### src/rtl/vx_elastic_pipe_pkg.sv
// Shared definitions for the elastic pipe slice.
//
// Holds the legal parameter ranges for the pipe and a helper that sizes the
// occupancy counter.
//
// Contents:
//   DATAW_MIN/MAX, DEPTH_MIN/MAX, NW_BITS_MIN/MAX : legal parameter ranges
//   count_width(depth)                            : bits needed to hold 0..depth
package vx_pipe_pkg;

    localparam int DATAW_MIN   = 1;
    localparam int DATAW_MAX   = 1024;
    localparam int DEPTH_MIN   = 1;
    localparam int DEPTH_MAX   = 8;
    localparam int NW_BITS_MIN = 1;
    localparam int NW_BITS_MAX = 6;

    // The counter has to represent every value from 0 to depth, so it needs
    // one more code point than the number of stages.
    function automatic int count_width(input int depth);
        return $clog2(depth + 1);
    endfunction

endpackage

### src/rtl/vx_elastic_pipe_if.sv
// Handshake bundle for vx_elastic_pipe.
//
// Groups the upstream beat, the flush request and the downstream beat.
//
// Signals:
//   valid_in/ready_in/data_in/wid_in       : upstream beat and its warp tag
//   flush/flush_wid                        : kill every beat tagged flush_wid
//   valid_out/ready_out/data_out/wid_out   : downstream beat and its warp tag
//
// Modports:
//   master : the environment (drives the upstream beat, flush and ready_out)
//   slave  : the pipe itself
interface vx_elastic_pipe_if #(
    parameter int DATAW   = 32,
    parameter int NW_BITS = 2
);

    logic               valid_in;
    logic               ready_in;
    logic [DATAW-1:0]   data_in;
    logic [NW_BITS-1:0] wid_in;
    logic               flush;
    logic [NW_BITS-1:0] flush_wid;
    logic               valid_out;
    logic               ready_out;
    logic [DATAW-1:0]   data_out;
    logic [NW_BITS-1:0] wid_out;

    modport master (
        output valid_in, data_in, wid_in, flush, flush_wid, ready_out,
        input  ready_in, valid_out, data_out, wid_out
    );

    modport slave (
        input  valid_in, data_in, wid_in, flush, flush_wid, ready_out,
        output ready_in, valid_out, data_out, wid_out
    );

endinterface

### src/rtl/vx_elastic_pipe_stage.sv
// One register stage of the elastic pipe.
//
// Holds a valid bit, a payload and a warp tag. The stage loads whenever it is
// empty or its occupant is leaving downstream; otherwise it holds. A flush
// kills a matching beat either as it is loaded or while it sits stalled here.
//
// Ports:
//   clk, reset             : clock and asynchronous active-high reset
//   valid_in/data_in/wid_in: beat offered by the previous stage (or upstream)
//   ready_next             : the next stage (or downstream) can take our beat
//   flush/flush_wid        : kill request and the warp tag it targets
//   valid_q/data_q/wid_q   : registered contents of this stage
module vx_pipe_stage #(
    parameter int DATAW   = 32,
    parameter int NW_BITS = 2
) (
    input  logic               clk,
    input  logic               reset,
    input  logic               valid_in,
    input  logic [DATAW-1:0]   data_in,
    input  logic [NW_BITS-1:0] wid_in,
    input  logic               ready_next,
    input  logic               flush,
    input  logic [NW_BITS-1:0] flush_wid,
    output logic               valid_q,
    output logic [DATAW-1:0]   data_q,
    output logic [NW_BITS-1:0] wid_q
);

    logic load;
    logic kill_in;
    logic kill_held;

    assign load      = !valid_q || ready_next;
    assign kill_in   = flush && (wid_in == flush_wid);
    assign kill_held = flush && (wid_q == flush_wid);

    // A beat that is moving on is not killed here: it is killed when it lands
    // in the next stage, or it retires at the output because the downstream
    // handshake takes priority over the flush.
    always_ff @(posedge clk or posedge reset) begin
        if (reset) begin
            valid_q <= 1'b0;
        end else if (load) begin
            valid_q <= valid_in && !kill_in;
        end else begin
            valid_q <= valid_q && !kill_held;
        end
    end

    // Payload is don't-care while the stage is invalid, so it carries no reset.
    always_ff @(posedge clk) begin
        if (load && valid_in) begin
            data_q <= data_in;
            wid_q  <= wid_in;
        end
    end

endmodule

### src/rtl/vx_elastic_pipe.sv
// Elastic, flushable pipeline of DEPTH register stages.
//
// Beats carry a payload and a warp id. Ready propagates backwards through the
// stages combinationally so bubbles collapse, and a flush removes every beat
// tagged with flush_wid.
//
// Parameters: DATAW (payload bits), DEPTH (stages), NW_BITS (warp id bits).
//
// Ports:
//   clk, reset  : clock and asynchronous active-high reset
//   bus         : vx_elastic_pipe_if slave (handshakes, payload, flush)
//   count       : number of stages currently holding a beat
//   busy        : count != 0
//   perf_stalls : only with VX_ELASTIC_PIPE_PERF_EN defined; saturating count
//                 of cycles where the output is valid but not accepted
module vx_elastic_pipe
    import vx_pipe_pkg::*;
#(
    parameter int DATAW   = 32,
    parameter int DEPTH   = 3,
    parameter int NW_BITS = 2
) (
    input  logic                           clk,
    input  logic                           reset,
    vx_elastic_pipe_if.slave               bus,
    output logic [count_width(DEPTH)-1:0]  count,
    output logic                           busy
`ifdef VX_ELASTIC_PIPE_PERF_EN
    ,
    output logic [31:0]                    perf_stalls
`endif
);

    localparam int CNT_W = count_width(DEPTH);

    if (DATAW < DATAW_MIN || DATAW > DATAW_MAX ||
        DEPTH < DEPTH_MIN || DEPTH > DEPTH_MAX ||
        NW_BITS < NW_BITS_MIN || NW_BITS > NW_BITS_MAX) begin : g_bad_params
        $error("vx_elastic_pipe: parameter out of range");
    end

    logic [DEPTH-1:0]   valid_q;
    logic [DATAW-1:0]   data_q [DEPTH];
    logic [NW_BITS-1:0] wid_q  [DEPTH];
    logic [DEPTH:0]     stage_ready;

    // Walk from the output back to the input: a stage can accept when it is
    // empty or when everything in front of it can move.
    always_comb begin
        stage_ready[DEPTH] = bus.ready_out;
        for (int i = DEPTH - 1; i >= 0; i--) begin
            stage_ready[i] = !valid_q[i] || stage_ready[i+1];
        end
    end

    // Stage 0 is fed from the interface, every later stage from its neighbour.
    for (genvar i = 0; i < DEPTH; i++) begin : g_stage
        logic               stage_valid_in;
        logic [DATAW-1:0]   stage_data_in;
        logic [NW_BITS-1:0] stage_wid_in;

        if (i == 0) begin : g_head
            assign stage_valid_in = bus.valid_in;
            assign stage_data_in  = bus.data_in;
            assign stage_wid_in   = bus.wid_in;
        end else begin : g_body
            assign stage_valid_in = valid_q[i-1];
            assign stage_data_in  = data_q[i-1];
            assign stage_wid_in   = wid_q[i-1];
        end

        vx_pipe_stage #(
            .DATAW   (DATAW),
            .NW_BITS (NW_BITS)
        ) u_stage (
            .clk        (clk),
            .reset      (reset),
            .valid_in   (stage_valid_in),
            .data_in    (stage_data_in),
            .wid_in     (stage_wid_in),
            .ready_next (stage_ready[i+1]),
            .flush      (bus.flush),
            .flush_wid  (bus.flush_wid),
            .valid_q    (valid_q[i]),
            .data_q     (data_q[i]),
            .wid_q      (wid_q[i])
        );
    end

    assign bus.ready_in  = stage_ready[0];
    assign bus.valid_out = valid_q[DEPTH-1];
    assign bus.data_out  = data_q[DEPTH-1];
    assign bus.wid_out   = wid_q[DEPTH-1];

    // Occupancy follows the valid bits directly, so flush kills show up in the
    // same cycle the bits clear.
    always_comb begin
        count = '0;
        for (int i = 0; i < DEPTH; i++) begin
            count = count + CNT_W'(valid_q[i]);
        end
    end

    assign busy = |valid_q;

`ifdef VX_ELASTIC_PIPE_PERF_EN
    // Count output stall cycles, holding at all-ones instead of wrapping.
    always_ff @(posedge clk or posedge reset) begin
        if (reset) begin
            perf_stalls <= '0;
        end else if (bus.valid_out && !bus.ready_out && (perf_stalls != '1)) begin
            perf_stalls <= perf_stalls + 32'd1;
        end
    end
`endif

endmodule
### src/flat_wrapper.sv
// flat-port wrapper written by rule: the top's interface ports become plain ports
module vx_elastic_pipe_flat import vx_pipe_pkg::*;
#(
    parameter int DATAW   = 32,
    parameter int DEPTH   = 3,
    parameter int NW_BITS = 2
)
  (clk, reset, count, busy, bus_valid_in, bus_data_in, bus_wid_in, bus_flush, bus_flush_wid, bus_ready_out, bus_ready_in, bus_valid_out, bus_data_out, bus_wid_out);
  vx_elastic_pipe_if #(.DATAW(DATAW), .NW_BITS(NW_BITS)) bus_i ();
  input  logic clk;
  input  logic reset;
  output logic [count_width(DEPTH)-1:0] count;
  output logic busy;
  input wire logic [$bits(bus_i.valid_in)-1:0] bus_valid_in;
  input wire logic [$bits(bus_i.data_in)-1:0] bus_data_in;
  input wire logic [$bits(bus_i.wid_in)-1:0] bus_wid_in;
  input wire logic [$bits(bus_i.flush)-1:0] bus_flush;
  input wire logic [$bits(bus_i.flush_wid)-1:0] bus_flush_wid;
  input wire logic [$bits(bus_i.ready_out)-1:0] bus_ready_out;
  output wire logic [$bits(bus_i.ready_in)-1:0] bus_ready_in;
  output wire logic [$bits(bus_i.valid_out)-1:0] bus_valid_out;
  output wire logic [$bits(bus_i.data_out)-1:0] bus_data_out;
  output wire logic [$bits(bus_i.wid_out)-1:0] bus_wid_out;
  assign bus_i.valid_in = bus_valid_in;
  assign bus_i.data_in = bus_data_in;
  assign bus_i.wid_in = bus_wid_in;
  assign bus_i.flush = bus_flush;
  assign bus_i.flush_wid = bus_flush_wid;
  assign bus_i.ready_out = bus_ready_out;
  assign bus_ready_in = bus_i.ready_in;
  assign bus_valid_out = bus_i.valid_out;
  assign bus_data_out = bus_i.data_out;
  assign bus_wid_out = bus_i.wid_out;
  vx_elastic_pipe #(.DATAW(DATAW), .DEPTH(DEPTH), .NW_BITS(NW_BITS)) u_core (.clk(clk), .reset(reset), .bus(bus_i), .count(count), .busy(busy));
endmodule
### config.mk
export PLATFORM = sky130hd
export DESIGN_NAME = vx_elastic_pipe_flat
export DESIGN_NICKNAME = d
export VERILOG_FILES = /design/src/rtl/vx_elastic_pipe_pkg.sv /design/src/rtl/vx_elastic_pipe_if.sv /design/src/rtl/vx_elastic_pipe_stage.sv /design/src/rtl/vx_elastic_pipe.sv /design/src/flat_wrapper.sv
export SDC_FILE = /design/constraint.sdc
export NUM_CORES = 1
export LEC_CHECK = 0
export CORE_UTILIZATION = 49
export DETAILED_ROUTE_END_ITERATION = 7
export PLACE_DENSITY = 0.79
export SYNTH_ARGS = -nofsm -noshare
export SYNTH_HDL_FRONTEND = slang
export SYNTH_HIERARCHICAL = 1
export SYNTH_SLANG_ARGS = --single-unit
export TNS_END_PERCENT = 5
### constraint.sdc
create_clock -name clk -period 2.1 [get_ports clk]
set_input_delay 0.42 -clock clk [delete_from_list [all_inputs] [get_ports clk]]
set_output_delay 0.42 -clock clk [all_outputs]
set_load 0.005 [all_outputs]
==> results of run 1 <==
==> state kept, by name (all words and copies together), names as in the netlist <==
name / count
u_core/g_stage.u_stage/valid_q: 3
u_core/g_stage.u_stage/data_q: 96
u_core/g_stage.u_stage/wid_q: 6
==> logic make-up after synthesis <==
group / share of synthesized area
AOI/OAI and AO/OA: 0.0121
DFF: 0.918
xor gates and xnor gates: 0.0308
adders and majority gates: 0.00952
buffers and inverters: 0.00549
and+or+nand+nor: 0.0238
==> how the worst min path moves through the flow <==
stage	slack, ns	cells after the start	start	endpoint
after floorplan	0.15	1	reset	u_core/g_stage[0].u_stage/valid_q
after global placement	0.40	0	u_core/g_stage[1].u_stage/data_q[31]	u_core/g_stage[2].u_stage/data_q[31]
after detailed placement	0.40	0	u_core/g_stage[0].u_stage/data_q[12]	u_core/g_stage[1].u_stage/data_q[12]
after CTS	0.24	2	reset	u_core/g_stage[2].u_stage/valid_q
after global routing	0.25	2	reset	u_core/g_stage[1].u_stage/valid_q
final	0.25	2	reset	u_core/g_stage[2].u_stage/valid_q
==> stage by stage <==
step	area (sq um)	total power [uW]	hold slack, ns	worst slack (ns)
2_1_floorplan	3420	3010	0.149	0.192
4_1_cts	4580	4710	0.245	0.00204
3_5_place_dp	4370	3510	0.405	0.0972
5_1_grt	4590	4860	0.246	0.0644
6_report	4590	4660	0.251	0.101
3_3_place_gp	4370	3480	0.401	0.148
==> cell usage in the layout, fill, tap and decap left out, types with 2 or more instances in the layout <==
cell	Yosys	layout
clkdlybuf4s50_1	0	76
dfrtp_1	3	2
and2_1	3	3
nand2b_1	5	5
a31oi_1	3	3
edfxtp_1	102	102
inv_1	5	5
buf_12	0	3
clkinv_4	0	2
a21o_1	3	3
xnor2_1	12	12
nand3_1	3	3
clkbuf_8	0	9
dlymetal6s2s_1	0	2
==> power breakdown <==
part | total (uW) | switching [uW] | internal, uW
sequential | 2760 | 88.3 | 2670
combinational | 701 | 282 | 418
clock | 1200 | 643 | 561
==> synthesized netlist by cell type <==
cell	n	area share
a21o_1	3	0.0066
a31oi_1	3	0.0055
and2_1	3	0.0055
dfrtp_1	3	0.022
edfxtp_1	102	0.90
fa_1	1	0.0059
ha_1	1	0.0037
inv_1	5	0.0055
nand2b_1	5	0.0092
nand3_1	3	0.0044
nand3b_1	1	0.0022
nand4b_1	1	0.0026
xnor2_1	12	0.031
==> worst max-delay path, cell delays in order <==
cell             delay (ns)
clkdlybuf4s50_1        0.51
nand4b_1               0.13
clkdlybuf4s50_1        0.52
==> area by class of cell <==
cell class / instances / area (sq um)
clock buffer: 9 / 124
clock inverter: 7 / 76.3
fill: 437 / 2160
inverter: 5 / 18.8
multi-input combinational: 33 / 260
sequential: 105 / 3140
tap: 80 / 100
timing repair buffer: 84 / 873
==> routing by layer <==
layer | vias to the layer above | global-route usage | share of wire
met5 | - | 0 | 0
met4 | 0 | 0.105 | 0.048
met3 | 15 | 0.0375 | 0.039
met2 | 57 | 0.230 | 0.54
met1 | 720 | 0.152 | 0.38
li1 | 742 | - | -
==> timing repair <==
action / CTS / global route
resized for setup: 2 / 3
hold buffers: 0 / 0
pin swaps: 0 / 0
setup endpoints to repair: 2 / 2
setup buffers: 2 / 0
==> impl_metrics.yaml, run 1 <==
power_and_ir_drop:
  peakVddDrop_uv: 658
  power.density_nw_per_um2: 1010
  leakagePower_uw: 0.00160
outcome:
  outcome: "completed"
die:
  coreArea_sq_um: 6760
  die_y_um: 85.5
  initial_core_util: 0.506
  die-area_sq_um: 7310
  ios: 80
  die_width_um: 85.5
  fp-row-count: 30
clocking:
  cts.clk_slew.worst_paths_ns: 0.09
  h-tree-depth: 3
  clockBufferDepth: 2
  cts-root-buf: "clkbuf_8"
  clock_latency_ns: 0.35
  cts_sinks: 105
  cts_buffers: 9
  cts_tree: "built"
setup_path:
  regToRegEndpoint: "u_core/g_stage[0].u_stage/data_q[10]"
  worstPathMaxFanout: 4
  ff2ff_setup_slack_ns: 0.63
  crit_type: "in2out"
  worstPathArrival_ns: 1.58
  r2r-start: "u_core/g_stage[2].u_stage/valid_q"
  crit_path_end_kind: "primary output"
  startpoint_type: "input port"
  crit_required_ns: 1.68
  reg2reg_depth: 5
  crit_path_start: "bus_ready_out"
  crit_end: "bus_ready_in"
logic_synthesis:
  yosys_warnings: 6
  syn_avg_cell_area_sq_um: 23.9
  netlist_area_sq_um: 3420
  ys_seq_area_frac: 0.918
  synth_cells: 143
  ys_ff_latch: 105
  synth_cell_types: 13
  syn_nets: 186
drt:
  route.detailed.drc: 0
  dr.pass1.iters: 4
  antenna_left: 0
  routed-via-count: 1534
  avgViaCountPerCell: 4.75
  drt-initial-drc-count: 51
  drt-wirelength-per-cell_um: 14.2
  totalWireLength_um: 4590
finish:
  nNetsFinal: 281
  fin_util: 0.680
  drive_above_1_share: 0.0864
  instances_no_fill: 323
  syn2layout_area_growth_pct: 34.4
  antenna_cells: 0
sta:
  finClkSkew_ns: 0.00948
  slew_viol_final: 0
  max_freq_mhz: 500
  hold_viol_final: 0
  fin_setup_tns_ns: 0
  rsz0062_at_grt: "no"
  relSlewSlack: 0.774
  min_period_ns: 2.00
  final-setup-viol-count: 0
  min_period_over_period: 0.952
  tightest_slew_ns: 0.337
grt:
  grt_usage: 0.138
  grt_overflow_total: 0
  first_global_vias: 1392
  grt_start_max_net_pins: 36
  grt_pass1_wl_um: 6960
  antenna_found_initial: 0
placed_design:
  numPortBuffers: 79
  post-dp-hpwl_um: 3190
  routabilityCongestion: 0.818
  dpl.cell_count: 305
run:
  drv_cap: 0
worst_hold_path:
  min_path_type: "in2async"
Power figures use the tool's default switching activity.
==> run 2, diff against run 1 <==
--- a/config.mk
+++ b/config.mk
@@ -5,6 +5,7 @@
 export SDC_FILE = /design/constraint.sdc
 export NUM_CORES = 1
 export LEC_CHECK = 0
+export CORE_MARGIN = 2
 export CORE_UTILIZATION = 49
 export DETAILED_ROUTE_END_ITERATION = 7
 export PLACE_DENSITY = 0.79
==> impl_metrics.yaml, run 2 (same netlist as run 1, synthesis figures left out) <==
outcome:
  outcome: "completed"
finish:
  regMostFlops: "u_core/g_stage.u_stage/data_q"
  antenna_cells: 0
  n_fill_cell: 432
  final_cell_mix: "102 x edfxtp_1, 76 x clkdlybuf4s50_1, 12 x xnor2_1, 9 x clkbuf_8"
  multi_input_comb_area_sq_um: 263
  fin_util: 0.676
  largest_reg_flops: 96
  drive_above_1_share: 0.0947
  regArea_sq_um: 3140
  reg.largest.list: "u_core/g_stage.u_stage/data_q (96), u_core/g_stage.u_stage/wid_q (6), u_core/g_stage.u_stage/valid_q (3)"
  nNetsFinal: 281
  final_common_cell: "edfxtp_1"
  syn2layout_area_growth_pct: 33.6
grt:
  grt_overflow_total: 0
  top_usage_layer: "met2"
  use_met2: 0.233
  gr-usage-met3: 0.0322
  met1_usage: 0.134
  antenna_found_initial: 0
  grt_usage: 0.130
  grt_start_max_net_pins: 36
  first_global_vias: 1413
  grt_pass1_wl_um: 6880
placed_design:
  numPortBuffers: 79
  routabilityCongestion: 0.794
  post-dp-hpwl_um: 3250
setup_path:
  startpoint_type: "input port"
  crit_path_end_kind: "primary output"
  crit_path_top_delay_cell: "clkdlybuf4s50_1"
  worstPathArrival_ns: 1.54
  critPathBufInv: 2
  crit_required_ns: 1.68
  path_common_cell: "clkdlybuf4s50_1"
  crit_type: "in2out"
  worstPathMaxFanout: 4
  cpPeakStageDelay_ns: 0.50
  cpLargestDelayFamily: "buffers and inverters"
  cp_cell_sequence: "clkdlybuf4s50_1, nand4b_1, clkdlybuf4s50_1"
die:
  die-area_sq_um: 7660
  die_width_um: 87.5
  fp-row-count: 30
  coreArea_sq_um: 6760
  initial_core_util: 0.506
  die_y_um: 87.5
  ios: 80
sta:
  tightest_slew_ns: 0.808
  slew_viol_final: 0
  min_period_ns: 1.96
  hold_viol_final: 0
  max_freq_mhz: 509
  hold_ws_ns: 0.255
  rsz0062_at_grt: "no"
  relSlewSlack: 0.462
  min_period_over_period: 0.935
  final-setup-viol-count: 0
  finClkSkew_ns: 0.00723
power_and_ir_drop:
  leakagePower_uw: 0.00158
  power.density_nw_per_um2: 1010
  peakVddDrop_uv: 766
clocking:
  cts_sinks: 105
  cts.clk_slew.worst_paths_ns: 0.10
  h-tree-depth: 3
  cts-root-buf: "clkbuf_8"
  clockBufferDepth: 2
  cts_buffers: 9
  cts_tree: "built"
  clock_latency_ns: 0.36
drt:
  dr.pass1.iters: 4
  totalWireLength_um: 4730
  routed-via-count: 1504
  drt-initial-drc-count: 51
  route.detailed.drc: 0
  antenna_left: 0
  drt-wirelength-per-cell_um: 14.6
  avgViaCountPerCell: 4.66
worst_hold_path:
  min_path_type: "in2async"
run:
  drv_cap: 0
==> run 2: cell count changes in the layout (fill, tap and decap cells not counted), sizes merged <==
cell,change
bufinv,-1
dlygate4sd2,+1
dlymetal6s2s,-1
clkinv,+1
==> run 2: worst paths after layout <==
path                                                 startpoint                                   end  slack (ns)  cells after the start
max                                               bus_ready_out                          bus_ready_in        0.14                      3
min                                                       reset     u_core/g_stage[2].u_stage/valid_q        0.25                      2
max reg2reg                   u_core/g_stage[2].u_stage/valid_q  u_core/g_stage[0].u_stage/data_q[12]        0.26                      4
min reg2reg                u_core/g_stage[1].u_stage/data_q[20]  u_core/g_stage[2].u_stage/data_q[20]        0.42                      0
max in group asynchronous                                 reset     u_core/g_stage[1].u_stage/valid_q        1.74                      2
min in group clk           u_core/g_stage[1].u_stage/data_q[20]  u_core/g_stage[2].u_stage/data_q[20]        0.42                      0
==> run 2: where the power goes <==
group | switching (uW) | internal, uW
Combinational | 285 | 408
Sequential | 87.4 | 2670
Clock | 687 | 455
Total | 1060 | 3530
==> run 2: stage by stage <==
step / cells / power (uW) / area (sq um) / worst slack, ns / TNS, ns
finish: 323 / 4590 / 4560 / 0.137 / 0
global route: 323 / 4780 / 4560 / 0.0932 / 0
CTS: 323 / 4640 / 4560 / 0.00907 / 0
detailed placement: 305 / 3520 / 4360 / -0.137 / -4.62
global placement: 305 / 3480 / 4360 / -0.0657 / -2.19
floorplan: 143 / 3010 / 3420 / 0.192 / 0
==> run 2: layer usage <==
metal  wire, um  vias up
met3        204       11
met1       1760      704
met4        140        0
li1           -      739
met2       2620       50
met5          0        -
==> run 2: layout make-up <==
cell class	count	share of cell area
sequential	105	0.688
timing repair buffer	84	0.187
multi-input combinational	33	0.0576
clock buffer	9	0.0271
tap	80	0.0219
clock inverter	7	0.0145
inverter	5	0.00411
==> run 2: worst reg2reg max path: cells and delay by family (launching register included) <==
family / cells / cell delay, ns
buffers and inverters: 1 / 0.16
and+or+nand+nor: 3 / 0.89
DFF: 1 / 0.43
==> run 2: repair_timing <==
action,CTS,global route
hold buffers,0,0
setup buffers,2,0
gates resized for setup,3,1
setup endpoints to repair,3,1
==> run 3, diff against run 2 <==
--- a/config.mk
+++ b/config.mk
@@ -9,6 +9,7 @@
 export CORE_UTILIZATION = 49
 export DETAILED_ROUTE_END_ITERATION = 7
 export PLACE_DENSITY = 0.79
+export SLEW_MARGIN = 40
 export SYNTH_ARGS = -nofsm -noshare
 export SYNTH_HDL_FRONTEND = slang
 export SYNTH_HIERARCHICAL = 1
==> results of run 3 <==
Final layout, timing and power as in run 2 (identical DEF).
